### src/rtl/id_stage_pkg.sv
// id_stage_pkg: decode-stage input type shared with the fetch stage.
`ifndef ID_STAGE_PKG_SV
`define ID_STAGE_PKG_SV

package id_stage_pkg;

    typedef struct packed {
        logic [31:0] inst;
        logic [31:0] pc;
        logic [31:0] pc4;
    } id_stage_in_t;

endpackage

`endif

### src/rtl/if_stage_pkg.sv
// if_stage_pkg: fetch-stage types and constants.
// IF_FETCH_BUF_EN selects the buffered build (capacity 2) versus the
// unbuffered build (capacity 1).
`ifndef IF_STAGE_PKG_SV
`define IF_STAGE_PKG_SV

package if_stage_pkg;

    typedef struct packed {
        logic [31:0] inst;
        logic [31:0] pc;
    } if_entry_t;

`ifdef IF_FETCH_BUF_EN
    localparam int unsigned IF_CAPACITY = 2;
`else
    localparam int unsigned IF_CAPACITY = 1;
`endif

    localparam logic [31:0] IF_PC_STEP = 32'd4;

    // Expand a fetched entry into the decode-stage bundle; pc4 wraps mod 2^32.
    function automatic id_stage_pkg::id_stage_in_t to_id_in(if_entry_t e);
        id_stage_pkg::id_stage_in_t r;
        r.inst = e.inst;
        r.pc   = e.pc;
        r.pc4  = e.pc + IF_PC_STEP;
        return r;
    endfunction

endpackage

`endif

### src/rtl/if_stage_fetch_fifo.sv
// fetch_fifo: 2-entry synchronous FIFO of fetched entries with flush.
// Only instantiated when IF_FETCH_BUF_EN is defined.
module fetch_fifo
    import if_stage_pkg::*;
(
    input  logic      clk,
    input  logic      rst_n,
    input  logic      flush,
    input  logic      push,
    input  if_entry_t push_data,
    input  logic      pop,
    output if_entry_t pop_data,
    output logic      full,
    output logic      empty
);

    if_entry_t  mem_q [2];
    logic       wr_ptr_q;
    logic       rd_ptr_q;
    logic [1:0] cnt_q;
    logic       push_ok;
    logic       pop_ok;

    assign full     = (cnt_q == 2'd2);
    assign empty    = (cnt_q == 2'd0);
    assign pop_data = mem_q[rd_ptr_q];
    assign pop_ok   = pop && !empty;
    assign push_ok  = push && (!full || pop_ok);

    // Storage, pointers and occupancy; flush empties the FIFO.
    always_ff @(posedge clk or negedge rst_n) begin
        if (!rst_n) begin
            mem_q[0] <= '0;
            mem_q[1] <= '0;
            wr_ptr_q <= 1'b0;
            rd_ptr_q <= 1'b0;
            cnt_q    <= '0;
        end else if (flush) begin
            wr_ptr_q <= 1'b0;
            rd_ptr_q <= 1'b0;
            cnt_q    <= '0;
        end else begin
            if (push_ok) begin
                mem_q[wr_ptr_q] <= push_data;
                wr_ptr_q        <= ~wr_ptr_q;
            end
            if (pop_ok) begin
                rd_ptr_q <= ~rd_ptr_q;
            end
            cnt_q <= cnt_q + 2'(push_ok) - 2'(pop_ok);
        end
    end

endmodule

### src/rtl/if_stage.sv
// if_stage: instruction fetch. Owns the PC, issues word fetches over a
// req/gnt/rvalid handshake and presents {inst, pc, pc4} to decode.
// Define IF_FETCH_BUF_EN for the 2-entry fetch buffer (full throughput).
module if_stage
    import id_stage_pkg::*;
    import if_stage_pkg::*;
#(
    parameter logic [31:0] RESET_PC = 32'h0000_0000
) (
    input  logic         clk,
    input  logic         rst_n,
    output logic         imem_req,
    output logic [31:0]  imem_addr,
    input  logic         imem_gnt,
    input  logic         imem_rvalid,
    input  logic [31:0]  imem_rdata,
    input  logic         redirect,
    input  logic [31:0]  redirect_pc,
    output logic         out_valid,
    input  logic         out_ready,
    output id_stage_in_t out
);

    logic [31:0] pc_q;
    logic [1:0]  outstanding_q;
    logic [1:0]  outstanding_d;
    logic [1:0]  discard_q;
    logic [1:0]  buffered;
    logic [2:0]  occupancy;
    logic        req_raw;
    logic        accept;
    logic        resp_valid;
    logic        tag_push;
    logic        load_en;
    logic [31:0] tag_head;
    if_entry_t   resp_entry;
    if_entry_t   load_entry;

    // An output entry that will be consumed this cycle does not occupy a slot.
    assign occupancy  = 3'(outstanding_q) + 3'(buffered) + 3'(out_valid && !out_ready);
    assign req_raw    = rst_n && (occupancy < 3'(IF_CAPACITY));
    assign imem_req   = req_raw && !redirect;
    assign imem_addr  = pc_q;
    // A grant landing in the redirect cycle is still counted so its response is discarded.
    assign accept     = imem_gnt && req_raw;
    assign tag_push   = accept && !redirect;
    assign resp_valid = imem_rvalid && (discard_q == 2'd0) && !redirect;
    assign resp_entry = '{inst: imem_rdata, pc: tag_head};

    assign outstanding_d = outstanding_q + 2'(accept) - 2'(imem_rvalid);

    // Fetch PC: redirect wins, otherwise advance on every accepted request.
    always_ff @(posedge clk or negedge rst_n) begin
        if (!rst_n) begin
            pc_q <= RESET_PC;
        end else if (redirect) begin
            pc_q <= redirect_pc & ~32'h3;
        end else if (accept) begin
            pc_q <= pc_q + IF_PC_STEP;
        end
    end

    // Outstanding and discard counters; on redirect every in-flight response becomes stale.
    always_ff @(posedge clk or negedge rst_n) begin
        if (!rst_n) begin
            outstanding_q <= '0;
            discard_q     <= '0;
        end else begin
            outstanding_q <= outstanding_d;
            if (redirect) begin
                discard_q <= outstanding_d;
            end else if (imem_rvalid && (discard_q != 2'd0)) begin
                discard_q <= discard_q - 2'd1;
            end
        end
    end

`ifdef IF_FETCH_BUF_EN
    logic [31:0] tag_q [2];
    logic [1:0]  tag_cnt_q;

    assign tag_head = tag_q[0];

    // Tag FIFO of live (non-discarded) request PCs, head at index 0.
    always_ff @(posedge clk or negedge rst_n) begin
        if (!rst_n) begin
            tag_q[0]  <= '0;
            tag_q[1]  <= '0;
            tag_cnt_q <= '0;
        end else if (redirect) begin
            tag_cnt_q <= '0;
        end else begin
            case ({tag_push, resp_valid})
                2'b10: begin
                    tag_q[tag_cnt_q[0]] <= pc_q;
                    tag_cnt_q           <= tag_cnt_q + 2'd1;
                end
                2'b01: begin
                    tag_q[0]  <= tag_q[1];
                    tag_cnt_q <= tag_cnt_q - 2'd1;
                end
                2'b11: begin
                    if (tag_cnt_q == 2'd1) begin
                        tag_q[0] <= pc_q;
                    end else begin
                        tag_q[0] <= tag_q[1];
                        tag_q[1] <= pc_q;
                    end
                end
                default: ;
            endcase
        end
    end

    logic      out_free;
    logic      fifo_push;
    logic      fifo_pop;
    logic      fifo_full;
    logic      fifo_empty;
    if_entry_t fifo_rdata;

    // Responses bypass the FIFO only when it is empty and the output slot frees up.
    assign out_free  = !out_valid || out_ready;
    assign fifo_pop  = out_free && !fifo_empty && !redirect;
    assign fifo_push = resp_valid && !(out_free && fifo_empty);
    assign buffered  = {fifo_full, !fifo_full && !fifo_empty};

    fetch_fifo u_fetch_fifo (
        .clk       (clk),
        .rst_n     (rst_n),
        .flush     (redirect),
        .push      (fifo_push),
        .push_data (resp_entry),
        .pop       (fifo_pop),
        .pop_data  (fifo_rdata),
        .full      (fifo_full),
        .empty     (fifo_empty)
    );

    // Output load source: buffered entry first (ordering), else the live response.
    always_comb begin
        load_en    = 1'b0;
        load_entry = resp_entry;
        if (out_free && !fifo_empty) begin
            load_en    = 1'b1;
            load_entry = fifo_rdata;
        end else if (out_free && resp_valid) begin
            load_en = 1'b1;
        end
    end
`else
    logic [31:0] tag_q;

    assign tag_head = tag_q;

    // Single tag register: at most one request is ever in flight.
    always_ff @(posedge clk or negedge rst_n) begin
        if (!rst_n) begin
            tag_q <= '0;
        end else if (tag_push) begin
            tag_q <= pc_q;
        end
    end

    // Issue already guarantees the output slot is free when a response lands.
    assign buffered   = '0;
    assign load_en    = resp_valid;
    assign load_entry = resp_entry;
`endif

    // Registered output to decode; held while stalled, cleared by redirect.
    always_ff @(posedge clk or negedge rst_n) begin
        if (!rst_n) begin
            out_valid <= 1'b0;
            out       <= '0;
        end else if (redirect) begin
            out_valid <= 1'b0;
        end else if (load_en) begin
            out_valid <= 1'b1;
            out       <= to_id_in(load_entry);
        end else if (out_ready) begin
            out_valid <= 1'b0;
        end
    end

endmodule

### config.mk
export PLATFORM = sky130hd
export DESIGN_NAME = if_stage
export DESIGN_NICKNAME = d
export VERILOG_FILES = /design/src/rtl/id_stage_pkg.sv /design/src/rtl/if_stage_pkg.sv /design/src/rtl/if_stage_fetch_fifo.sv /design/src/rtl/if_stage.sv
export SDC_FILE = /design/constraint.sdc
export NUM_CORES = 1
export LEC_CHECK = 0
export ABC_AREA = 1
export ABC_CLOCK_PERIOD_IN_PS = 2900
export BUFFER_PORTS_ARGS = -buffer_cell sky130_fd_sc_hd__buf_2
export CORE_ASPECT_RATIO = 1.75
export CORE_MARGIN = 2
export CORE_UTILIZATION = 53
export CTS_CLUSTER_SIZE = 28
export DETAILED_ROUTE_END_ITERATION = 7
export HOLD_SLACK_MARGIN = 0.08
export PLACE_DENSITY = 0.92
export SETUP_SLACK_MARGIN = 0.15
export SLEW_MARGIN = 0
export SYNTH_ARGS = -nofsm -noshare
export SYNTH_HDL_FRONTEND = slang
export SYNTH_SLANG_ARGS = --single-unit
### constraint.sdc
create_clock -name clk -period 2.9 [get_ports clk]
set_clock_uncertainty 0.2 [all_clocks]
set_input_delay 0.58 -clock clk [delete_from_list [all_inputs] [get_ports clk]]
set_output_delay 0.58 -clock clk [all_outputs]
set_load 0.05 [all_outputs]
==> impl_metrics.tcl <==
set metrics [dict create \
    status "complete, no violations" \
    required_ps 2120 \
    crit_path_top_delay_cell "dfrtp_1" \
    cp_common_cell "nor2_1" \
    grt_pass1_vias 6765 \
    tritoncts "built" \
    fin_crit_ps 2580 \
    grt_use_met1_pct 30.1 \
    drtIter0Drc 483 \
    finalSetupTns_ps 0 \
    cts-hold-fix-buffers 0 \
    drv_cap 0 \
    area_delta_synth_final_pct 21.9 \
    antenna_found_initial 0 \
    cellPowerDensity_nw_per_um2 1140 \
    synth_edf_count 0 \
    synth_cell_types 38 \
    initial_core_util_pct 54.1 \
    slew_viol_final 0 \
    use_met3_pct 4.17 \
    final_layout_size_suffix_gt1_share_pct 24.0 \
    place_hpwl_microns 14300 \
    timing.final.crit_share_pct 89.1 \
    io_pins 200 \
    dr.pass1.iters 5 \
    hold_path.class "input pin to async pin" \
    drt.antenna.violating_nets 0 \
    dr_total_vias 7052 \
    cts_resized 0 \
    cts.root.buffer_cell "clkbuf_16" \
    dp_cells 1312 \
    critPathMaxFanout 3 \
    cpPeakStageDelay_ps 350 \
    core-area_sq_um 14400 \
    mostFrequentLayoutCells "nand2_1 (309), buf_2 (189), dfrtp_1 (157), nor2_1 (103), nand3_1 (88)" \
    syn_inst 968 \
    final_common_cell "nand2_1" \
    grt_max_degree 158 \
    critPathKind "register to output pin" \
    dieArea_sq_um 15700 \
    wl_per_cell_microns 14.6 \
    crit_buf_inv 2 \
    fp.dieW_microns 95.6 \
    post-route-util_pct 66.0 \
    ff2ff_path_depth 13 \
    drcViolationCount 0 \
    place.gp.congestion 0.885 \
    syn_avg_cell_area_sq_um 8.03 \
    cts_setup_buffers 0 \
    critPathLaunchType "register" \
    clock_latency_ps 420 \
    r2r-end "discard_q[1]$_DFFE_PN0P_" \
    syn_area_sq_um 7780 \
    setup_viol 0 \
    async_flop_share_pct 100 \
    num_antenna_cells 0 \
    synth-seq-cells 157 \
    cts_htree_levels 4 \
    die_h_microns 164 \
    ys.flop_type "dfrtp_1" \
    io_buffers 191 \
    viasPerCell 5.25 \
    cts_max_path_buffers 2 \
    r2r-start "out_valid$_DFFE_PN0P_" \
    wl_microns 19600 \
    instances_no_fill 1344 \
    cts_sinks 157 \
    overflow 0 \
    r2r_slack_ps 430 \
    seq_area_frac_synth_pct 50.5 \
    critical_path.top_delay_family "simple AND/OR/NAND/NOR gates" \
    crit_chain "inv_1 -> nor2_1 -> ha_1 -> nor2_4 -> nand2_1 -> nor2_1 -> clkbuf_4" \
    rsz0062_at_grt "no" \
    leakage_nw 4.96 \
    arrival_ps 1800 \
    slew-limit-headroom_pct 42.3 \
    grtUsageTotal_pct 25.7 \
    final_nets 1227 \
    grt_busiest_layer "met2" \
    grt_pass1_wl_microns 31500 \
    clkTransAtPathRegs_ps 70 \
    fp-row-count 58 \
    finalHoldViolations 0 \
    max_slew.worst_pin.slew_ps 865 \
    yosysWarnings 0 \
    numCtsBuffers 17 \
    clock.fmax_mhz 387 \
    vdd_drop_max_v 0.000465 \
    grtUsageMet2_pct 43.4 \
    endpoint_kind "output pin" \
]
## area by class of cell
| cell class | count | area, sq um |
|---|---|---|
| inverters | 91 | 344 |
| flip-flops and latches | 157 | 3930 |
| clock buffers | 17 | 425 |
| multi-input cells | 682 | 3280 |
| clock inverters | 15 | 199 |
| well taps | 180 | 225 |
| repair buffers | 202 | 1080 |
| fillers | 1212 | 4880 |
## report_power, final
part	internal [mW]	switching, mW
Sequential	3.04	0.677
Clock	1.39	0.966
Combinational	1.09	3.62
## how the worst max path moves through the flow
| stage | startpoint | cells past startpoint | slack [ps] | end |
|---|---|---|---|---|
| finish | out_valid$_DFFE_PN0P_ | 7 | 320 | imem_req |
| detailed placement | out_ready | 13 | 120 | discard_q[1]$_DFFE_PN0P_ |
| global placement | out_ready | 13 | 180 | discard_q[1]$_DFFE_PN0P_ |
| CTS | out_valid$_DFFE_PN0P_ | 7 | 270 | imem_req |
| global route | out_valid$_DFFE_PN0P_ | 7 | 150 | imem_req |
| floorplan | out_valid$_DFFE_PN0P_ | 6 | 190 | imem_req |
## metal layers
| metal | routed length, microns | vias up | share of wire [%] |
|---|---|---|---|
| met5 | 0 | - | 0 |
| met1 | 7700 | 3270 | 39 |
| met4 | 1000 | 0 | 5.1 |
| met3 | 1030 | 68 | 5.2 |
| li1 | - | 3458 | - |
| met2 | 9870 | 256 | 50 |
## cell usage after synthesis, types with 2 or more instances
cell	count	share of area (%)
o21bai_1	2	0.19
nand3_2	8	1.0
nand4_1	20	1.6
nor2_4	9	1.3
xnor2_1	3	0.34
nor3_1	11	0.71
o21ai_0	48	3.1
nor2_2	7	0.56
o211ai_1	12	1.2
ha_1	6	0.97
nand2_1	309	15
nor2_1	103	5.0
inv_2	4	0.19
nand3b_1	4	0.39
buf_6	3	0.43
nand3_4	4	0.90
xor2_1	8	0.90
nand3_1	88	5.7
nand2_2	6	0.48
o221ai_1	2	0.23
inv_1	86	4.2
dfrtp_1	157	51
a31oi_1	3	0.24
buf_2	20	1.3
clkbuf_1	8	0.39
buf_1	2	0.097
a21oi_1	15	0.97
buf_4	10	0.97
## metrics by stage
stage	total power, mW	hold WS, ps	setup slack (ps)	instance area, sq um
CTS	10.8	135	267	9480
floorplan	7.20	84.4	187	7800
detailed placement	8.44	260	118	8860
finish	10.8	59.0	316	9480
global route	11.4	137	155	9480
global placement	8.30	256	181	8860
## registers in the layout, summed over array words and instances (netlist names)
signal / cells
discard_q: 2
imem_addr: 30
out: 92
out_valid: 1
outstanding_q: 2
tag_head: 30
## worst reg2reg max path: stages, from the launching register on
cell	delay (ps)
dfrtp_1	350
inv_1	40
nor2_1	130
ha_1	280
nor2_4	170
nand3_2	100
ha_1	290
inv_1	40
ha_1	180
xnor2_1	160
xor2_1	170
inv_1	60
o21ai_0	140
inv_1	50
## cells by family (layout without fill, tap and decap cells)
family          after synthesis  count (layout)  synth area share, %
fa+ha+maj                     6               6                0.965
xor+xnor                     11              11                 1.24
simple gates                574             574                 33.4
compound gates               84              84                 6.07
other cells                   1               6               0.0482
flops                       157             157                 50.5
mux                           1               1                0.145
buf+inv                     134             325                 7.59
Note: power is estimated with default switching activity, not from simulation.
